--- src/rtl/cache_replace_pkg.sv ---
// Shared definitions for the cache replacement block: policy select
// encoding and the LFSR feedback-tap table.
package cache_replace_pkg;

  typedef enum logic [1:0] {
    MODE_PLRU     = 2'b00,
    MODE_RAND     = 2'b01,
    MODE_RR       = 2'b10,
    MODE_PLRU_ALT = 2'b11
  } mode_e;

  // Feedback tap mask for a shift-right Fibonacci LFSR of the given width;
  // bit k set means state bit k is XORed into the new MSB.
  function automatic logic [7:0] lfsr_taps(input int unsigned width);
    case (width)
      3:       return 8'b0000_0011;
      4:       return 8'b0000_0011;
      5:       return 8'b0000_0101;
      6:       return 8'b0000_0011;
      7:       return 8'b0000_0011;
      8:       return 8'b0001_1101;
      default: return 8'b0000_0011;
    endcase
  endfunction

endpackage

--- src/rtl/cache_replace_lfsr_gen.sv ---
// Global free-running LFSR used for random victim selection.
module lfsr_gen
  import cache_replace_pkg::*;
#(
  parameter int unsigned WIDTH = 4,
  parameter int unsigned OUTW  = 2
) (
  input  logic            clk,
  input  logic            reset,
  input  logic            advance,
  output logic [OUTW-1:0] q
);

  localparam logic [7:0]       TAPS = lfsr_taps(WIDTH);
  localparam logic [WIDTH-1:0] MASK = TAPS[WIDTH-1:0];

  logic [WIDTH-1:0] state;
  logic             fb;

  assign fb = ^(state & MASK);
  assign q  = state[OUTW-1:0];

  // Shift right, feedback into the MSB; seeded with 1 so all-zero never occurs.
  always_ff @(posedge clk or posedge reset) begin
    if (reset) begin
      state <= WIDTH'(1);
    end else if (advance) begin
      state <= {fb, state[WIDTH-1:1]};
    end
  end

endmodule

--- src/rtl/cache_replace.sv ---
// Cache victim selection: per-set tree-PLRU and round-robin state, a global
// LFSR for random replacement, and invalid-way priority.
module cache_replace
  import cache_replace_pkg::*;
#(
  parameter int unsigned NUMWAYS  = 4,
  parameter int unsigned SETLEN   = 9,
  parameter int unsigned NUMLINES = 128,
  parameter int unsigned LFSRLEN  = 4
) (
  input  logic               clk,
  input  logic               reset,
  input  logic               FlushStage,
  input  logic               CacheEn,
  input  logic [NUMWAYS-1:0] HitWay,
  input  logic [NUMWAYS-1:0] ValidWay,
  input  logic [SETLEN-1:0]  CacheSetData,
  input  logic [SETLEN-1:0]  CacheSetTag,
  input  logic               LRUWriteEn,
  input  logic               InvalidateCache,
  input  logic [1:0]         Mode,
  output logic [NUMWAYS-1:0] VictimWay
);

  localparam int unsigned   WAYW  = $clog2(NUMWAYS);
  localparam int unsigned   IDXW  = $clog2(NUMLINES);
  localparam logic [SETLEN:0] LINES = (SETLEN+1)'(NUMLINES);

  logic [NUMWAYS-2:0] plru_mem [NUMLINES];
  logic [WAYW-1:0]    ptr_mem  [NUMLINES];

  logic [NUMWAYS-2:0] rd_plru, cur_plru, new_plru;
  logic [WAYW-1:0]    rd_ptr, cur_ptr, new_ptr;
  logic [IDXW-1:0]    rd_idx, wr_idx;
  logic               rd_ok, wr_ok, upd, fill, bypass;
  logic [NUMWAYS-1:0] used_oh, plru_oh, invalid_oh, policy_oh;
  logic [WAYW-1:0]    used_idx, lfsr_low;

  assign rd_ok    = {1'b0, CacheSetData} < LINES;
  assign wr_ok    = {1'b0, CacheSetTag} < LINES;
  assign rd_idx   = CacheSetData[IDXW-1:0];
  assign wr_idx   = CacheSetTag[IDXW-1:0];
  assign cur_plru = plru_mem[wr_idx];
  assign cur_ptr  = ptr_mem[wr_idx];
  assign fill     = ~|HitWay;
  assign upd      = LRUWriteEn & ~FlushStage & wr_ok;
  assign bypass   = upd & rd_ok & (wr_idx == rd_idx);
  assign new_ptr  = cur_ptr + WAYW'(1);
  assign used_oh  = fill ? VictimWay : HitWay;

  lfsr_gen #(
    .WIDTH (LFSRLEN),
    .OUTW  (WAYW)
  ) u_lfsr (
    .clk     (clk),
    .reset   (reset),
    .advance (~FlushStage),
    .q       (lfsr_low)
  );

  // Encode the one-hot used way into an index for the tree update.
  always_comb begin
    used_idx = '0;
    for (int unsigned i = 0; i < NUMWAYS; i++) begin
      if (used_oh[i]) used_idx = WAYW'(i);
    end
  end

  // Tree update: node n (heap order) sits on the used way's path when the way's
  // top LVL index bits equal the node's position within its level.
  for (genvar n = 0; n < NUMWAYS - 1; n++) begin : g_upd
    localparam int unsigned LVL = $clog2(n + 2) - 1;
    localparam int unsigned POS = n + 1 - (1 << LVL);
    logic on_path;
    assign on_path     = (used_idx >> (WAYW - LVL)) == WAYW'(POS);
    assign new_plru[n] = on_path ? ~used_idx[WAYW-1-LVL] : cur_plru[n];
  end

  // Tree walk: a way is the PLRU victim when every node on its path points to it.
  for (genvar w = 0; w < NUMWAYS; w++) begin : g_walk
    logic [WAYW-1:0] step_ok;
    for (genvar l = 0; l < WAYW; l++) begin : g_lvl
      localparam int unsigned NODE = (1 << l) - 1 + (w >> (WAYW - l));
      localparam logic        DIR  = ((w >> (WAYW - 1 - l)) & 1) != 0;
      assign step_ok[l] = rd_plru[NODE] == DIR;
    end
    assign plru_oh[w] = &step_ok;
  end

  // Victim choice; ~V & (V+1) isolates the lowest zero bit of ValidWay.
  always_comb begin
    invalid_oh = ~ValidWay & (ValidWay + NUMWAYS'(1));
    case (mode_e'(Mode))
      MODE_RAND:     policy_oh = NUMWAYS'(1) << lfsr_low;
      MODE_RR:       policy_oh = NUMWAYS'(1) << rd_ptr;
      MODE_PLRU,
      MODE_PLRU_ALT: policy_oh = plru_oh;
      default:       policy_oh = plru_oh;
    endcase
    VictimWay = (|invalid_oh) ? invalid_oh : policy_oh;
  end

  // Per-set state arrays and the read register, with same-set write bypass.
  always_ff @(posedge clk or posedge reset) begin
    if (reset) begin
      for (int unsigned i = 0; i < NUMLINES; i++) begin
        plru_mem[IDXW'(i)] <= '0;
        ptr_mem[IDXW'(i)]  <= '0;
      end
      rd_plru <= '0;
      rd_ptr  <= '0;
    end else if (InvalidateCache) begin
      for (int unsigned i = 0; i < NUMLINES; i++) begin
        plru_mem[IDXW'(i)] <= '0;
        ptr_mem[IDXW'(i)]  <= '0;
      end
      rd_plru <= '0;
      rd_ptr  <= '0;
    end else begin
      if (upd) begin
        plru_mem[wr_idx] <= new_plru;
        if (fill) ptr_mem[wr_idx] <= new_ptr;
      end
      if (CacheEn) begin
        if (!rd_ok) begin
          rd_plru <= '0;
          rd_ptr  <= '0;
        end else if (bypass) begin
          rd_plru <= new_plru;
          rd_ptr  <= fill ? new_ptr : cur_ptr;
        end else begin
          rd_plru <= plru_mem[rd_idx];
          rd_ptr  <= ptr_mem[rd_idx];
        end
      end
    end
  end

endmodule
--- config.mk ---
export PLATFORM = sky130hd
export DESIGN_NAME = cache_replace
export DESIGN_NICKNAME = d
export VERILOG_FILES = /design/src/rtl/cache_replace_pkg.sv /design/src/rtl/cache_replace_lfsr_gen.sv /design/src/rtl/cache_replace.sv
export SDC_FILE = /design/constraint.sdc
export NUM_CORES = 2
export LEC_CHECK = 0
export CORE_ASPECT_RATIO = 0.7
export CORE_UTILIZATION = 55
export CTS_CLUSTER_DIAMETER = 30
export DETAILED_ROUTE_END_ITERATION = 6
export PLACE_DENSITY = 0.71
export SYNTH_ARGS = -nofsm -noshare
export SYNTH_HDL_FRONTEND = slang
export SYNTH_SLANG_ARGS = --single-unit
--- constraint.sdc ---
create_clock -name clk -period 32 [get_ports clk]
set_input_delay 6.4 -clock clk [delete_from_list [all_inputs] [get_ports clk]]
set_output_delay 6.4 -clock clk [all_outputs]
set_load 0.03 [all_outputs]
Word-level counts from Yosys, hierarchy flattened
Cells that the tools add are included.

operators by class
  $mul = 0
  $add $sub $neg = 2
  magnitude comparators = 5
  bitwise gates (word level) = 14
  reduce and logical (&&, ||, !) cells = 14
  shift-type cells = 2
  equal/unequal tests = 5
  muxes and demuxes = 40
  divide/modulo/power cells = 0

operators by type and width
  cell                   number
  $mux W256              3
  $mux W384              2
  $bwmux W384            1
  $bwmux W256            1
  $bmux W3 S7            2
  $bmux W2 S7            2
  $mux W3                9
  $mux W2                12
  $demux W3 S7           1
  $lt A9 B8 Y1 const B   2
  $ge A8 B8 Y1 const B   2
  $not A7 Y8             2
  $demux W2 S7           1
  $pmux W4 S3            1
  $reduce_and A2 Y1      5
  $lt A8 B1 Y1 const B   1
  $mux W4                2
  $reduce_or A4 Y1       2
  $shl A1 B2 Y4 const A  2
  $eq A7 B7 Y1           1
  $not A1 Y1             6
  $add A4 B1 Y4 const B  1
  $and A1 B1 Y1          4
  $and A4 B4 Y4          1
  other kinds (11)       16

word-level totals
  input port bits = 34
  memories = 0
  bits in latches = 0
  word-level logic and storage cells = 341
  ROM bits = 0
  output and inout bits = 4
  register bits = 649
  bits in writable memories = 0

Longest topological paths before layout
  word-level depth = 14
  mapped depth = 17
  mapped depth without buffers = 10

Hierarchy
Synthesis repeated with hierarchy kept, for this count alone.

second synthesis, totals
  cells, all modules = 4049
  area total of the unflattened synthesis = 39081.2 µm²

modules (own cells, without submodules)
  module         cells an instance  area each (µm²)  sequential area each (µm²)  times used
  cache_replace  4036               38909.8          16140.5                     1
  lfsr_gen       13                 171.4            101.3                       1

Worst setup path before layout
OpenSTA, ideal clock, no wires.

  path type = input -> output
  start point = in Mode[0]
  end point = out VictimWay[2]
  buffers on the path = 0
  data arrival time = 7915 ps
  required time = 25600 ps
  cell stages on the path = 6
  slack = 17685 ps
  path through = inv_1 > ha_1 > or3b_2 > a21oi_1 > o21ai_0 > a21oi_1

between the ends
  longest elaborated chain between the ends = 4
  elaborated cells on any way between the ends = 7
  those cells by class = eq/ne: 3; mux: 2; reduce/logical: 2

ends and longest elaborated chain
  item                                              RTL line              text
  from (decl)                                       cache_replace.sv:21   input logic [1:0] Mode,
  $eq A2 B2 Y1 or $logic_not A2 Y1 (tied branches)  cache_replace.sv:93   case (mode_e'(Mode))
  $reduce_or A2 Y1                                  cache_replace.sv:93
  $pmux W4 S3 *                                     cache_replace.sv:93
  $mux W4 *                                         cache_replace.sv:100  VictimWay = (|invalid_oh) ? invalid_oh : policy_oh;
  to (decl)                                         cache_replace.sv:22   output logic [NUMWAYS-1:0] VictimWay

Mark *: on every way between the ends. The rest lies on a longest branch, timed or not.

Worst setup path after layout
Same ends and word-level chain as after synthesis.

==> reports/metrics.csv <==
metric,value,unit
status,finished with violations,
failed_checks,DRC,
die_h,216.3,um
fill_cells,5062,
clkLatencyLatePin,0.70,ns
postRouteAntennaNets,0,
port_buffers,37,
critPathCapture,VictimWay[2],
gp_congestion,0.9894,
pre_cts_ws,16.74,ns
skew,0.03197,ns
final-hold-violation-count,0,
ys_ff_latch,649,
core_area,64800,um2
min_period_over_period,47.74,%
grt_max_degree,215,
worst_ep_required_time,25.60,ns
finalNonFillerCells,4577,
rrSetupSlack,27.69,ns
synth_compound_area_share,19.69,%
syn_area_per_cell,9.810,um2
synth_top_family_by_area,compound AO/OA/AOI/OAI gates,
setup_slack,16.72,ns
synth_area_leaders,"dfrtp_1 45%, mux4_2 13%, nand3_1 5.6%",
drc,5,
vdd_ir_drop_max,46.90,uV
first_global_vias,32782,
die-area,66660,um2
cts_root_buf,clkbuf_16,
num_rows,78,
synth-edff-count,0,
cp-end-kind,primary output,
synth_fa_ha_area_share,0.03467,%
reg2reg_from,plru_mem[2],
cts_buffer_depth,3,
drtPass1Iterations,7,
netlist.area_leader.share,44.93,%
netSwitchingFraction,26.64,%
cts_hold_buf,0,
crit_start,Mode[0],
seq_area_frac_synth,45.00,%
synthXorXnorAreaFrac,0.2427,%
start_util,55.69,%
routed_via_density,7.443,
die_width,308.2,um
antenna_found_initial,5,
postLayoutCellArea,41050,um2
drt-total-wl,137700,um
cap_violations,0,
seq_power_share,36.0,%
hpwl,85090,um
h-tree-depth,3,
io_pins,38,
critPathLaunchType,input pin,
grt_overflow_total,0,
tightest_slew,1.419,ns
grt_pass1_wl,207200,um
placed_area,36960,um2
synthArstFlopShare,100.0,%
cellPowerDensity,56.10,nW/um2
post_drt_wl_per_cell,30.08,um
yosysTopAreaCell,dfrtp_1,
switchingPower,613.5,uW
cts_tree,done,
hold_path.class,flip-flop to flip-flop,
combinationalPowerShare,8.4,%
cp.arrival,8.88,ns
p_total,2303,uW
setup_tns,0,ns
cts_made_buffers,118,
r2r-end,plru_mem[2],
leakage,0.01602,uW
cp_max_fo,8,
yosysUniqueCellTypes,78,
synthMuxAreaShare,15.98,%
setup_violations,0,
synth_common_cells,"648 x dfrtp_1, 503 x nor2_1, 402 x nand3_1",
rsz0062_at_grt,false,
syn_inst,3679,
cellInternalPower,1689,uW
yosys_warnings,0,
clock-sinks,649,
slew_viol_final,0,
cts.clk_slew.worst_paths,0.05,ns
syn-num-nets,3714,
routed-via-count,34066,
yosysMostFrequentCell,dfrtp_1,
cts_resized,0,
slew_headroom,5.136,%
areaGrowthSynthToFinish,13.74,%
nets,3629,
synth-simple-area-share,14.97,%
reg2reg_depth,9,
grt_usage,41.44,%
synthesis.area,36090,um2
place_inst,4354,
yosys_most_used_dff,dfrtp_1,
cts_setup_buffers,0,
period_needed,15.28,ns
drive_gt1_share,16.43,%
crit_type,input pin to primary output,
dr.first_iter.drc_count,6390,
power.clock.fraction,55.6,%
max_clock_freq,65.45,MHz
[state kept, by name (all words and copies together), names as in the netlist]
| register | count |
|---|---|
| ptr_mem | 256 |
| rd_ptr | 2 |
| u_lfsr.state | 4 |
| rd_plru | 3 |
| plru_mem | 384 |
[cells in the final DEF, fill, tap and decap left out, types with 20 or more instances in the layout]
master             n
o22ai_1           23
a211oi_1          31
o31ai_1           61
a22oi_1           26
nand2_1          232
clkbuf_16        121
clkdlybuf4s50_1   29
o221ai_1          54
o21ai_1          134
a211oi_2          45
mux2i_1           79
o21ai_0          268
dfrtp_1          648
clkinvlp_4        20
mux4_2           209
a21oi_1          341
a221oi_1          42
nand3_1          402
buf_4             83
nor2_1           499
[kinds of logic after synthesis]
logic type,after synthesis
AO/OA/AOI/OAI,1132
XOR/XNOR,10
adder cells (fa/ha/maj),1
buffers and inverters,341
flip-flops,649
multiplexers,312
AND/OR/NAND/NOR,1234
[per-layer routing]
layer	wire length (um)	part of all wire [%]	global-route usage, %	up-vias
met5	38	0.028	0	-
met4	7836	5.7	21.18	6
met3	23540	17	17.41	650
met2	55820	41	55.70	3145
met1	50420	37	57.09	16571
li1	-	-	-	13694
[final cells by class]
cell class / count / area, um2 / area share, %
Antenna cell: 2 / 5.005 / 0.01219
Clock buffer: 143 / 3201 / 7.797
Clock inverter: 78 / 883.3 / 2.152
Inverter: 15 / 71.32 / 0.1737
Multi-Input combinational cell: 2689 / 18510 / 45.09
Sequential cell: 649 / 16240 / 39.57
Tap cell: 880 / 1101 / 2.682
Timing Repair Buffer: 121 / 1036 / 2.524
[per-stage QoR]
stage,hold WS [ns],util [%]
after global placement,0.4646,57.04
after detailed placement,0.4998,57.04
after CTS,0.5127,63.34
after global routing,0.5397,63.34
final,0.5086,63.35
after floorplan,0.4481,-
[worst max-delay path, stage by stage]
cell	delay (ns)
clkdlybuf4s50_1	0.46
inv_1	0.04
ha_1	0.26
or3b_2	0.47
a21oi_1	0.16
o21ai_0	0.14
a21oi_1	0.23
clkdlybuf4s50_1	0.72
[worst min path at each step]
| stage | startpoint | endpoint | slack [ns] | depth (start not counted) |
|---|---|---|---|---|
| finish | u_lfsr.state[3] | u_lfsr.state[3] | 0.51 | 2 |
| global route | u_lfsr.state[2] | u_lfsr.state[2] | 0.54 | 1 |
| CTS | plru_mem[252] | plru_mem[252] | 0.51 | 2 |
| detailed placement | u_lfsr.state[3] | u_lfsr.state[3] | 0.50 | 2 |
| global placement | u_lfsr.state[3] | u_lfsr.state[3] | 0.46 | 2 |
| floorplan | u_lfsr.state[3] | u_lfsr.state[3] | 0.45 | 2 |
[power groups by stage]
stage / Clock (uW) / Sequential, uW / Combinational [uW]
after floorplan: 0 / 842 / 124
after global placement: 0 / 842 / 181
after detailed placement: 0 / 842 / 184
after CTS: 1280 / 829 / 185
after global routing: 1320 / 829 / 198
final: 1280 / 829 / 194
Note: power is estimated with default switching activity, not from simulation.
